<file path="src/rtl/bus_pkg.sv">
// Shared types and default widths for the CPU/DMA system-RAM arbiter.
package bus_pkg;

  localparam int ADDR_W = 16;
  localparam int DATA_W = 8;

  typedef enum logic [1:0] {
    CPU_OWN = 2'd0,
    DMA_OWN = 2'd1,
    FAIR    = 2'd2
  } arb_state_e;

  typedef enum logic {
    OWN_CPU = 1'b0,
    OWN_DMA = 1'b1
  } owner_e;

endpackage

</file>
<file path="src/rtl/dma_burst_ctr.sv">
// Saturating count of consecutive DMA grants. at_max flags that the update
// applied at the coming edge leaves the count at MAX_BURST.
module dma_burst_ctr #(
  parameter int MAX_BURST = 64
) (
  input  logic clk,
  input  logic rst,
  input  logic clr,
  input  logic inc,
  output logic at_max
);

  localparam int CW = $clog2(MAX_BURST + 1);
  localparam logic [CW-1:0] MAX_VAL = CW'(MAX_BURST);

  logic [CW-1:0] count;
  logic [CW-1:0] count_nxt;

  // clr together with inc starts a fresh burst at one grant.
  always_comb begin
    count_nxt = count;
    if (clr) begin
      count_nxt = inc ? CW'(1) : '0;
    end else if (inc && (count != MAX_VAL)) begin
      count_nxt = count + CW'(1);
    end
  end

  assign at_max = inc && (count_nxt == MAX_VAL);

  always_ff @(posedge clk) begin
    if (rst) count <= '0;
    else     count <= count_nxt;
  end

endmodule

</file>
<file path="src/rtl/bus_arbiter.sv">
// Single-port RAM arbiter: the 6502 owns the bus, DMA steals read cycles via RDY.
// Define ARB_FAIRNESS_EN to force one CPU cycle after every MAX_BURST DMA grants.
module bus_arbiter
  import bus_pkg::*;
#(
  parameter int AW        = ADDR_W,
  parameter int DW        = DATA_W,
  parameter int MAX_BURST = 64
) (
  input  logic          clk,
  input  logic          rst,
  input  logic [AW-1:0] cpu_addr,
  input  logic [DW-1:0] cpu_wdata,
  input  logic          cpu_we,
  output logic          cpu_rdy,
  output logic [DW-1:0] cpu_rdata,
  input  logic          dma_req,
  input  logic [AW-1:0] dma_addr,
  input  logic [DW-1:0] dma_wdata,
  input  logic          dma_we,
  output logic          dma_gnt,
  output logic [DW-1:0] dma_rdata,
  output logic          dma_rvalid,
  output logic [AW-1:0] mem_addr,
  output logic [DW-1:0] mem_wdata,
  output logic          mem_we,
  input  logic [DW-1:0] mem_rdata
);

  arb_state_e    state, state_nxt, state_d;
  owner_e        rd_owner;
  logic          rd_pend;
  logic [DW-1:0] cpu_rdata_q;
  logic          cpu_go, dma_go;
  logic          ctr_clr, ctr_inc, at_max;
  logic          cpu_ret;

  // NOTE: every output of this block gets a default first, so no path leaves
  // a variable unassigned and no latch is inferred.
  always_comb begin
    state_nxt = state;
    cpu_go    = 1'b1;
    dma_go    = 1'b0;
    ctr_clr   = 1'b0;
    ctr_inc   = 1'b0;
    if (!rst) begin
      unique case (state)
        CPU_OWN: begin
          // The NMOS 6502 ignores RDY on writes, so a steal can only start on a read.
          if (dma_req && !cpu_we) begin
            cpu_go    = 1'b0;
            dma_go    = 1'b1;
            ctr_clr   = 1'b1;
            ctr_inc   = 1'b1;
            state_nxt = DMA_OWN;
          end
        end
        DMA_OWN: begin
          if (dma_req) begin
            cpu_go  = 1'b0;
            dma_go  = 1'b1;
            ctr_inc = 1'b1;
          end else begin
            ctr_clr   = 1'b1;
            state_nxt = CPU_OWN;
          end
        end
        FAIR: begin
          ctr_clr   = 1'b1;
          state_nxt = (dma_req && !cpu_we) ? DMA_OWN : CPU_OWN;
        end
        default: state_nxt = CPU_OWN;
      endcase
    end
  end

  dma_burst_ctr #(.MAX_BURST(MAX_BURST)) u_burst_ctr (
    .clk    (clk),
    .rst    (rst),
    .clr    (ctr_clr),
    .inc    (ctr_inc),
    .at_max (at_max)
  );

`ifdef ARB_FAIRNESS_EN
  assign state_d = (dma_go && at_max) ? FAIR : state_nxt;
`else
  logic burst_unused;
  assign burst_unused = at_max;
  assign state_d      = state_nxt;
`endif

  assign cpu_rdy   = cpu_go;
  assign dma_gnt   = dma_go;
  assign mem_addr  = dma_go ? dma_addr  : cpu_addr;
  assign mem_wdata = dma_go ? dma_wdata : cpu_wdata;
  assign mem_we    = (dma_go && dma_we) || (cpu_go && cpu_we && !rst);

  // RAM data arrives the cycle after the address; route it to whoever issued the read.
  assign cpu_ret    = rd_pend && (rd_owner == OWN_CPU) && !rst;
  assign cpu_rdata  = cpu_ret ? mem_rdata : cpu_rdata_q;
  assign dma_rdata  = mem_rdata;
  assign dma_rvalid = rd_pend && (rd_owner == OWN_DMA) && !rst;

  // NOTE: state is updated with non-blocking assignments so every register
  // samples values from before the edge, independent of statement order.
  always_ff @(posedge clk) begin
    if (rst) begin
      state       <= CPU_OWN;
      rd_owner    <= OWN_CPU;
      rd_pend     <= 1'b0;
      cpu_rdata_q <= '0;
    end else begin
      state    <= state_d;
      rd_pend  <= (cpu_go && !cpu_we) || (dma_go && !dma_we);
      rd_owner <= dma_go ? OWN_DMA : OWN_CPU;
      if (cpu_ret) cpu_rdata_q <= mem_rdata;
    end
  end

endmodule

</file>
<file path="config.mk">
export PLATFORM = sky130hd
export DESIGN_NAME = bus_arbiter
export DESIGN_NICKNAME = d
export VERILOG_FILES = /design/src/rtl/bus_pkg.sv /design/src/rtl/dma_burst_ctr.sv /design/src/rtl/bus_arbiter.sv
export SDC_FILE = /design/constraint.sdc
export NUM_CORES = 1
export LEC_CHECK = 0
export CORE_MARGIN = 2
export CORE_UTILIZATION = 30
export DETAILED_ROUTE_END_ITERATION = 7
export PLACE_DENSITY = 0.87
export SLEW_MARGIN = 20
export SYNTH_ARGS = -nofsm -noshare
export SYNTH_HDL_FRONTEND = slang
export SYNTH_SLANG_ARGS = --single-unit
</file>
<file path="constraint.sdc">
create_clock -name clk -period 2.75 [get_ports clk]
set_clock_uncertainty 0.1 [all_clocks]
set_input_delay 0.275 -clock clk [delete_from_list [all_inputs] [get_ports clk]]
set_output_delay 0.275 -clock clk [all_outputs]
set_load 0.05 [all_outputs]
</file>
## After elaboration in Yosys (flattened, before gate mapping)

Index checks and enable logic that the tools add are counted.

| word-level totals | value |
|---|---|
| bits of input ports | 61 |
| flip-flop bits (word level) | 12 |
| output and inout bits | 44 |

| cells by class | value |
|---|---|
| muxes and demuxes | 16 |
| eq/ne operators | 4 |
| bitwise logic cells | 1 |
| reductions and logical operators | 17 |

Operator list:

| cell | count |
|---|---|
| $mux W16 | 1 |
| $mux W8 | 2 |
| $logic_and A1 B1 Y1 | 10 |
| $mux W1 | 8 |
| $pmux W2 S3 | 1 |
| $mux W2 | 2 |
| $ne A2 B2 Y1 const B | 2 |
| $pmux W1 S2 | 2 |
| $logic_not A1 Y1 | 3 |
| $eq A2 B1 Y1 const B | 1 |
| $eq A2 B2 Y1 const B | 1 |
| $logic_not A2 Y1 | 1 |
| $logic_or A1 B1 Y1 | 2 |
| $reduce_and A2 Y1 | 1 |
| $not A1 Y1 | 1 |

## Depth between registers and ports, before layout

Gate-level depths: netlist of the first run.

| logic depth | value |
|---|---|
| depth after elaboration | 8 |
| depth in mapped cells | 5 |

## Worst setup path before layout of the first run

OpenSTA, ideal clock, no wires.

| path | value |
|---|---|
| path type | register to output |
| start point | register state[0] |
| end point | output mem_wdata[1] |
| cell stages (with the launch flop) | 6 |
| setup slack | 1.123 ns |
| data arrival time | 1.252 ns |
| path through | dfxtp_1 nand2b_1 nand3b_1 buf_6 buf_6 mux2_4 |

| on the way | value |
|---|---|
| cells in the longest elaborated chain, start to end | 4 |
| elaborated cells on any way between the ends | 5 |
| classes of those cells | eq/ne (1); mux (3); reduce/logical (1) |

Ends and longest elaborated chain:

| item | line | RTL |
|---|---|---|
| from (decl) | bus_arbiter.sv:30 | `arb_state_e state, state_nxt, state_d;` |
| from (signal assigned) | bus_arbiter.sv:114 | `state <= state_d;` |
| $eq A2 B1 Y1 or $logic_not A2 Y1 (tied branches) | bus_arbiter.sv:47 | `unique case (state)` |
| $pmux W1 S2 * | - |  |
| $mux W1 * | - |  |
| $mux W8 * | bus_arbiter.sv:96 | `assign mem_wdata = dma_go ? dma_wdata : cpu_wdata;` |
| to (decl) | bus_arbiter.sv:25 | `output logic [DW-1:0] mem_wdata,` |

Mark *: on every way between the ends. The rest lies on a longest branch, timed or not.

## Final worst setup path of the first run

| path | value |
|---|---|
| start point | input rst |
| end point | output dma_rvalid |

| on the way | value |
|---|---|
| cells in the longest elaborated chain, start to end | 2 |

Ends and longest elaborated chain:

| item | line | RTL |
|---|---|---|
| from (decl) | bus_arbiter.sv:11 | `input logic rst,` |
| $logic_not A1 Y1 | bus_arbiter.sv:103 | `assign dma_rvalid = rd_pend && (rd_owner == OWN_DMA) && !rst;` |
| $logic_and A1 B1 Y1 | bus_arbiter.sv:103 |  |
| to (decl) | bus_arbiter.sv:23 | `output logic dma_rvalid,` |

Every way passes these cells.

==> results of run 1 <==
## metal layers
metal  wire, um  global-route usage (%)  up-vias
met4         46                    4.76        0
met1       1090                    17.4      422
met2       1520                    30.0       56
met3        245                    5.63        6
li1           -                       -      480
met5          0                       0        -
## synth_stat cells
cell,instances
nor2b_1,1
mux2i_1,8
nor2_1,9
mux2_4,16
clkbuf_1,1
nand3b_1,1
buf_2,1
dfxtp_1,11
mux2_2,16
and3b_1,1
inv_1,3
a22oi_1,1
nand2_1,1
buf_4,8
nor3b_4,1
buf_6,3
nand2b_1,2
## metrics by stage
stage          total power [uW]  setup slack, ns  hold WS [ns]
2_1_floorplan               425             1.12         0.319
3_3_place_gp                581            0.560         0.370
3_5_place_dp                585            0.531         0.390
4_1_cts                     698            0.523         0.407
5_1_grt                     727            0.461         0.456
6_report                    689            0.540         0.402
## critical path, stage by stage
cell and delay [ns]:
clkdlybuf4s50_1 0.51, and3b_1 0.25, clkdlybuf4s50_1 0.80
## registers in the layout (all words and copies together), names as in the netlist
signal and flops:
cpu_rdata_q 8, rd_owner 1, rd_pend 1, state 1
## area by class of cell
| type | count | area (um^2) | share of cell area, % |
|---|---|---|---|
| Tap cell | 33 | 41.3 | 2.17 |
| Multi-Input combinational cell | 57 | 599 | 31.4 |
| Sequential cell | 11 | 220 | 11.5 |
| Timing Repair Buffer | 106 | 1010 | 52.9 |
| Clock buffer | 4 | 26.3 | 1.38 |
| Inverter | 3 | 11.3 | 0.591 |
## cells in the final DEF, fill, tap and decap left out, types with 2 or more instances in the layout
master,count
buf_12,3
buf_4,33
clkbuf_4,3
clkdlybuf4s50_1,70
dfxtp_1,11
inv_1,3
mux2_2,16
mux2_4,16
mux2i_1,8
nand2b_1,2
nor2_1,9
## power breakdown
group          switching (uW)  internal (uW)
registers                4.54            167
clock network            54.5           56.2
logic                     218            189
## worst max path at each step
stage	from	to	slack, ns
final	rst	dma_rvalid	0.54
after global routing	rst	cpu_rdata[0]	0.46
after CTS	rst	mem_addr[2]	0.52
after detailed placement	rst	mem_addr[2]	0.53
after global placement	rst	cpu_rdata[0]	0.56
after floorplan	state[0]	mem_wdata[1]	1.12
## logic make-up after synthesis
kind of cell           synth area share (%)
AO/OA/AOI/OAI                         0.805
flip-flops                             23.6
AND/OR/NAND/NOR                        9.79
buffers and inverters                  12.2
multiplexers                           53.6
==> results.md, run 1 <==
* Crit Path Category: in -> out
* Initial antenna violation count at 0
* Routed vias at ~960
* Worst-Skew Late Latency at ~0.27 ns
* Detail Route Antenna Nets at 0
* Final wirelength at 2900 um
* Worst endpoint data arrival time at 1.84 ns
* Worst EP required at 2.38 ns
* Cell Area, Synth at between 900 and 1000 um^2
* Share of cells above drive strength 1 at 39.8%
* Worst r2r src: rd_owner
* CTS sink cnt at 11
* Placed cells at 210
* #FFs+latches synth at 11
* Endpoints failing hold at 0
* Worst Max-Slew Pin Slew at slightly above 0.5 ns
* Slew Limit Fails at 0
* Nets at 243
* Worst reg2reg path depth at 3
* Post-CTS sizing at 0
* CP max FO at 5
* Final Util at 63.5%
* Initial core utilization at 31.1%
* Worst Min Path Start: cpu_rdata_q[3]
* Crit start category: input port
* Worst-path clk slew at 0.07 ns
* Worst Hold End: cpu_rdata_q[3]
* Post-Layout Cell Count at 214
* IO buf count at 104
* RR Endpoint: cpu_rdata_q[2]
* Die area at 3570 um^2
* Top cell type by total area after synthesis: mux2_4
* Final antenna diode count at 0
* Cell count after synthesis at 84
* Core area at 3000 um^2
* Period utilization at between 80% and 90%
* Leakage power at 0.000928 uW
* Synth Net Count at about 150
* Area added between synthesis and finish at 104%
* Routed len/inst at around 14 um
* Chip width at between 50 and 60 um
* RSZ-0062 raised after global routing: no
* Post-CTS setup buffer count at 0
* CP Capture Type: primary output
* Synth Warn # at 0
* Hold crit path type: reg -> reg
* PwrDens at 362 nW/um^2
* Vias in the first global route at 1014
* Routability Congestion at 0.692
* CTS Hold Bufs at 0
* DR DRC count at 0
* CTS tree: built
* Netlist cell types at 17
* Clock buffer depth at 2
* Post-route cell area at between 1500 and 2000 um^2
* DIE HEIGHT at 59.8 um
* Max Freq at 452 MHz
* Total CTS buffers at 3
* Min Clock Period, post-route at 2.21 ns
* Root buf cell: clkbuf_4
* Sequential area share after synthesis at between 20% and 30%
* Placed Area at 1880 um^2
* Ports at between 100 and 150
* First-pass GRT wire length at approximately 4400 um
* Pin count of the biggest net entering global routing at 29
* Remaining Overflow, GRT at 0
* # fillers at 244
* DRT iter0 DRCs at 14
* VDD IR max at approximately 210 uV
* Dpl hpwl at 2520 um
* R2R Setup Slk at roughly 1.4 ns
* Vias per cell at between 4 and 5
* Syn avg cell area at 11.1 um^2
* Slew margin rel. at between 60% and 70%
* Gr usage total at 16.3%
* Setup TNS at 0 ns
* H-tree Lvls at 1
* Status: complete, no violations
* Synth top area share at 25.7%
* Ranking of synthesized cells by area: mux2_4 26%, dfxtp_1 24%, mux2_2 19%
* DRT Pass-1 Iters at 2
* Row count at 20
* Min-Delay Path Depth at 2
* Total of max-cap violations at 0
* Setup Viol. Count Final at 0
Power figures use the tool's default switching activity.
==> inputs of run 2 (changes only) <==
--- a/config.mk
+++ b/config.mk
@@ -6,9 +6,9 @@
 export NUM_CORES = 1
 export LEC_CHECK = 0
 export CORE_MARGIN = 2
-export CORE_UTILIZATION = 30
+export CORE_UTILIZATION = 25
 export DETAILED_ROUTE_END_ITERATION = 7
-export PLACE_DENSITY = 0.87
+export PLACE_DENSITY = 0.77
 export SLEW_MARGIN = 20
 export SYNTH_ARGS = -nofsm -noshare
 export SYNTH_HDL_FRONTEND = slang
==> constraint.sdc (replaced) <==
create_clock -name clk -period 1.86 [get_ports clk]
set_clock_uncertainty 0.1 [all_clocks]
set_input_delay 0.186 -clock clk [delete_from_list [all_inputs] [get_ports clk]]
set_output_delay 0.186 -clock clk [all_outputs]
set_load 0.05 [all_outputs]
==> run 2 against run 1 <==
  * Register-to-register slack lost 0.87 ns
  * Non-clock buffer count grew 12
  * Routed wire length grew 30%
  * Global-route usage grew 0.93 points
  * Setup slack lost 0.49 ns
  * Die area grew 19%
  * Largest power group unchanged
  * Total power grew 77%
  * Design area grew 24%
==> results.md, run 2 (synthesized netlist as in run 1, its figures left out) <==
* Total of max-cap violations at 0
* Worst Min Path Start: dma_req
* DR DRC count at 0
* Worst Hold End: rd_pend
* H-tree Lvls at 1
* Share of cells above drive strength 1 at 49.7%
* Reg with most FFs: cpu_rdata_q
* Slew margin rel. at 67.6%
* # fillers at 266
* CTS tree: built
* Routed vias at 1026
* Nets at 255
* PwrDens at slightly above 500 nW/um^2
* RR Endpoint: cpu_rdata_q[3]
* Worst r2r src: rd_owner
* Placed Area at 2020 um^2
* Routed len/inst at 15.6 um
* Crit Path Category: reg -> out
* IO buf count at 104
* Commonest non-fill, non-tap cell in the layout: clkdlybuf4s50_1
* Initial core utilization at 25.7%
* DIE HEIGHT at 65.1 um
* CTS Hold Bufs at 0
* Endpoints failing hold at 0
* Placed cells at 230
* Pin count of the biggest net entering global routing at 10
* DRT Pass-1 Iters at 3
* CP max FO at 5
* Most frequent cells in the layout: 57 x clkdlybuf4s50_1, 29 x buf_6, 25 x mux2_4
* Crit start category: register
* Period utilization at 97.3%
* Worst endpoint data arrival time at 1.52 ns
* Detail Route Antenna Nets at 0
* Hold crit path type: in -> reg
* VDD IR max at 295 uV
* Worst EP required at 1.57 ns
* Gr usage total at between 10% and 20%
* Core area at 3630 um^2
* Initial antenna violation count at 0
* Area added between synthesis and finish at 152%
* Post-Layout Cell Count at 241
* Vias in the first global route at 1196
* Setup Viol. Count Final at 0
* Chip width at 65.1 um
* Min-Delay Path Depth at 3
* Leakage power at ~0.0012 uW
* Die area at 4240 um^2
* CTS sink cnt at 11
* Min Clock Period, post-route at 1.81 ns
* Vias per cell at 4.26
* Root buf cell: clkbuf_8
* Clock buffer depth at 2
* Worst Max-Slew Pin Slew at between 0.4 and 0.5 ns
* Max Freq at 553 MHz
* Dpl hpwl at 2840 um
* Worst reg2reg path depth at 3
* R2R Setup Slk at between 0.5 and 0.6 ns
* Final wirelength at 3760 um
* DRT iter0 DRCs at 36
* Routability Congestion at around 0.72
* Worst-path clk slew at 0.04 ns
* Row count at 22
* Final antenna diode count at 0
* Worst-Skew Late Latency at 0.23 ns
* CP Capture Type: primary output
* Ports at around 110
* Max FFs per register at 8
* Setup TNS at 0 ns
* Status: complete, no violations
* Slew Limit Fails at 0
* Remaining Overflow, GRT at 0
* Post-route cell area at about 2400 um^2
* First-pass GRT wire length at approximately 5600 um
* Total CTS buffers at 3
-- run 2: cell types whose count changed in the layout (fill, tap and decap cells not counted), sizes merged --
cell and change:
dlymetal6s2s +1, buf +22, dlygate4sd2 +2, clkdlybuf4s50 -13
-- run 2: how the worst max path moves through the flow --
stage | startpoint | endpoint | slack (ns) | cells after the start
after floorplan | state[0] | mem_wdata[1] | 0.32 | 5
after global placement | rst | cpu_rdata[0] | -0.09 | 6
after detailed placement | rst | cpu_rdata[2] | -0.1 | 6
after CTS | dma_req | mem_wdata[2] | 0.001 | 6
after global routing | state[0] | mem_addr[7] | -0.01 | 6
final | state[0] | mem_addr[7] | 0.05 | 6
-- run 2: critical path: stages, from the launching register on --
cell and delay (ns):
dfxtp_2 0.33, nand2b_4 0.11, nand3b_1 0.10, buf_4 0.16, buf_6 0.13, mux2_4 0.30
buf_6 0.15
-- run 2: final cells by class --
type                    count  area [um^2]  area share, %
clock buffers               4         45.0           1.91
inverters                   3         11.3          0.478
multi-input cells          57          641           27.2
flip-flops and latches     11          221           9.40
well taps                  48         60.1           2.55
repair buffers            118         1380           58.5
-- run 2: metal layers --
layer  wire [um]  global-route usage, %
met1        1220                   18.1
met5           0                      0
met2        2270                   33.5
met4          74                   4.43
met3         193                   4.97
-- run 2: per-stage QoR --
| step | total power [uW] | utilization (%) | hold WS [ns] | setup WS, ns |
|---|---|---|---|---|
| floorplan | 628 | - | 0.230 | 0.322 |
| global placement | 889 | 55.7 | 0.378 | -0.0867 |
| detailed placement | 898 | 55.7 | 0.388 | -0.0991 |
| CTS | 1200 | 62.7 | 0.344 | 0.00106 |
| global route | 1260 | 64.8 | 0.364 | -0.0102 |
| finish | 1220 | 64.8 | 0.294 | 0.0507 |
-- run 2: power by group --
part           total (uW)  internal [uW]  switching, uW  leakage [uW]
combinational         730            372            358       0.00105
sequential            255            248           6.80     0.0000904
clock                 232            150           82.1     0.0000228
total                1220            770            447       0.00116
-- run 2: repair_timing --
action | 4_1_cts | 5_1_grt
gates cloned | 2 | 0
buffers inserted | 3 | 2
pin swaps | 1 | 0
endpoints found under the setup margin | 32 | 24
resized for setup | 50 | 17
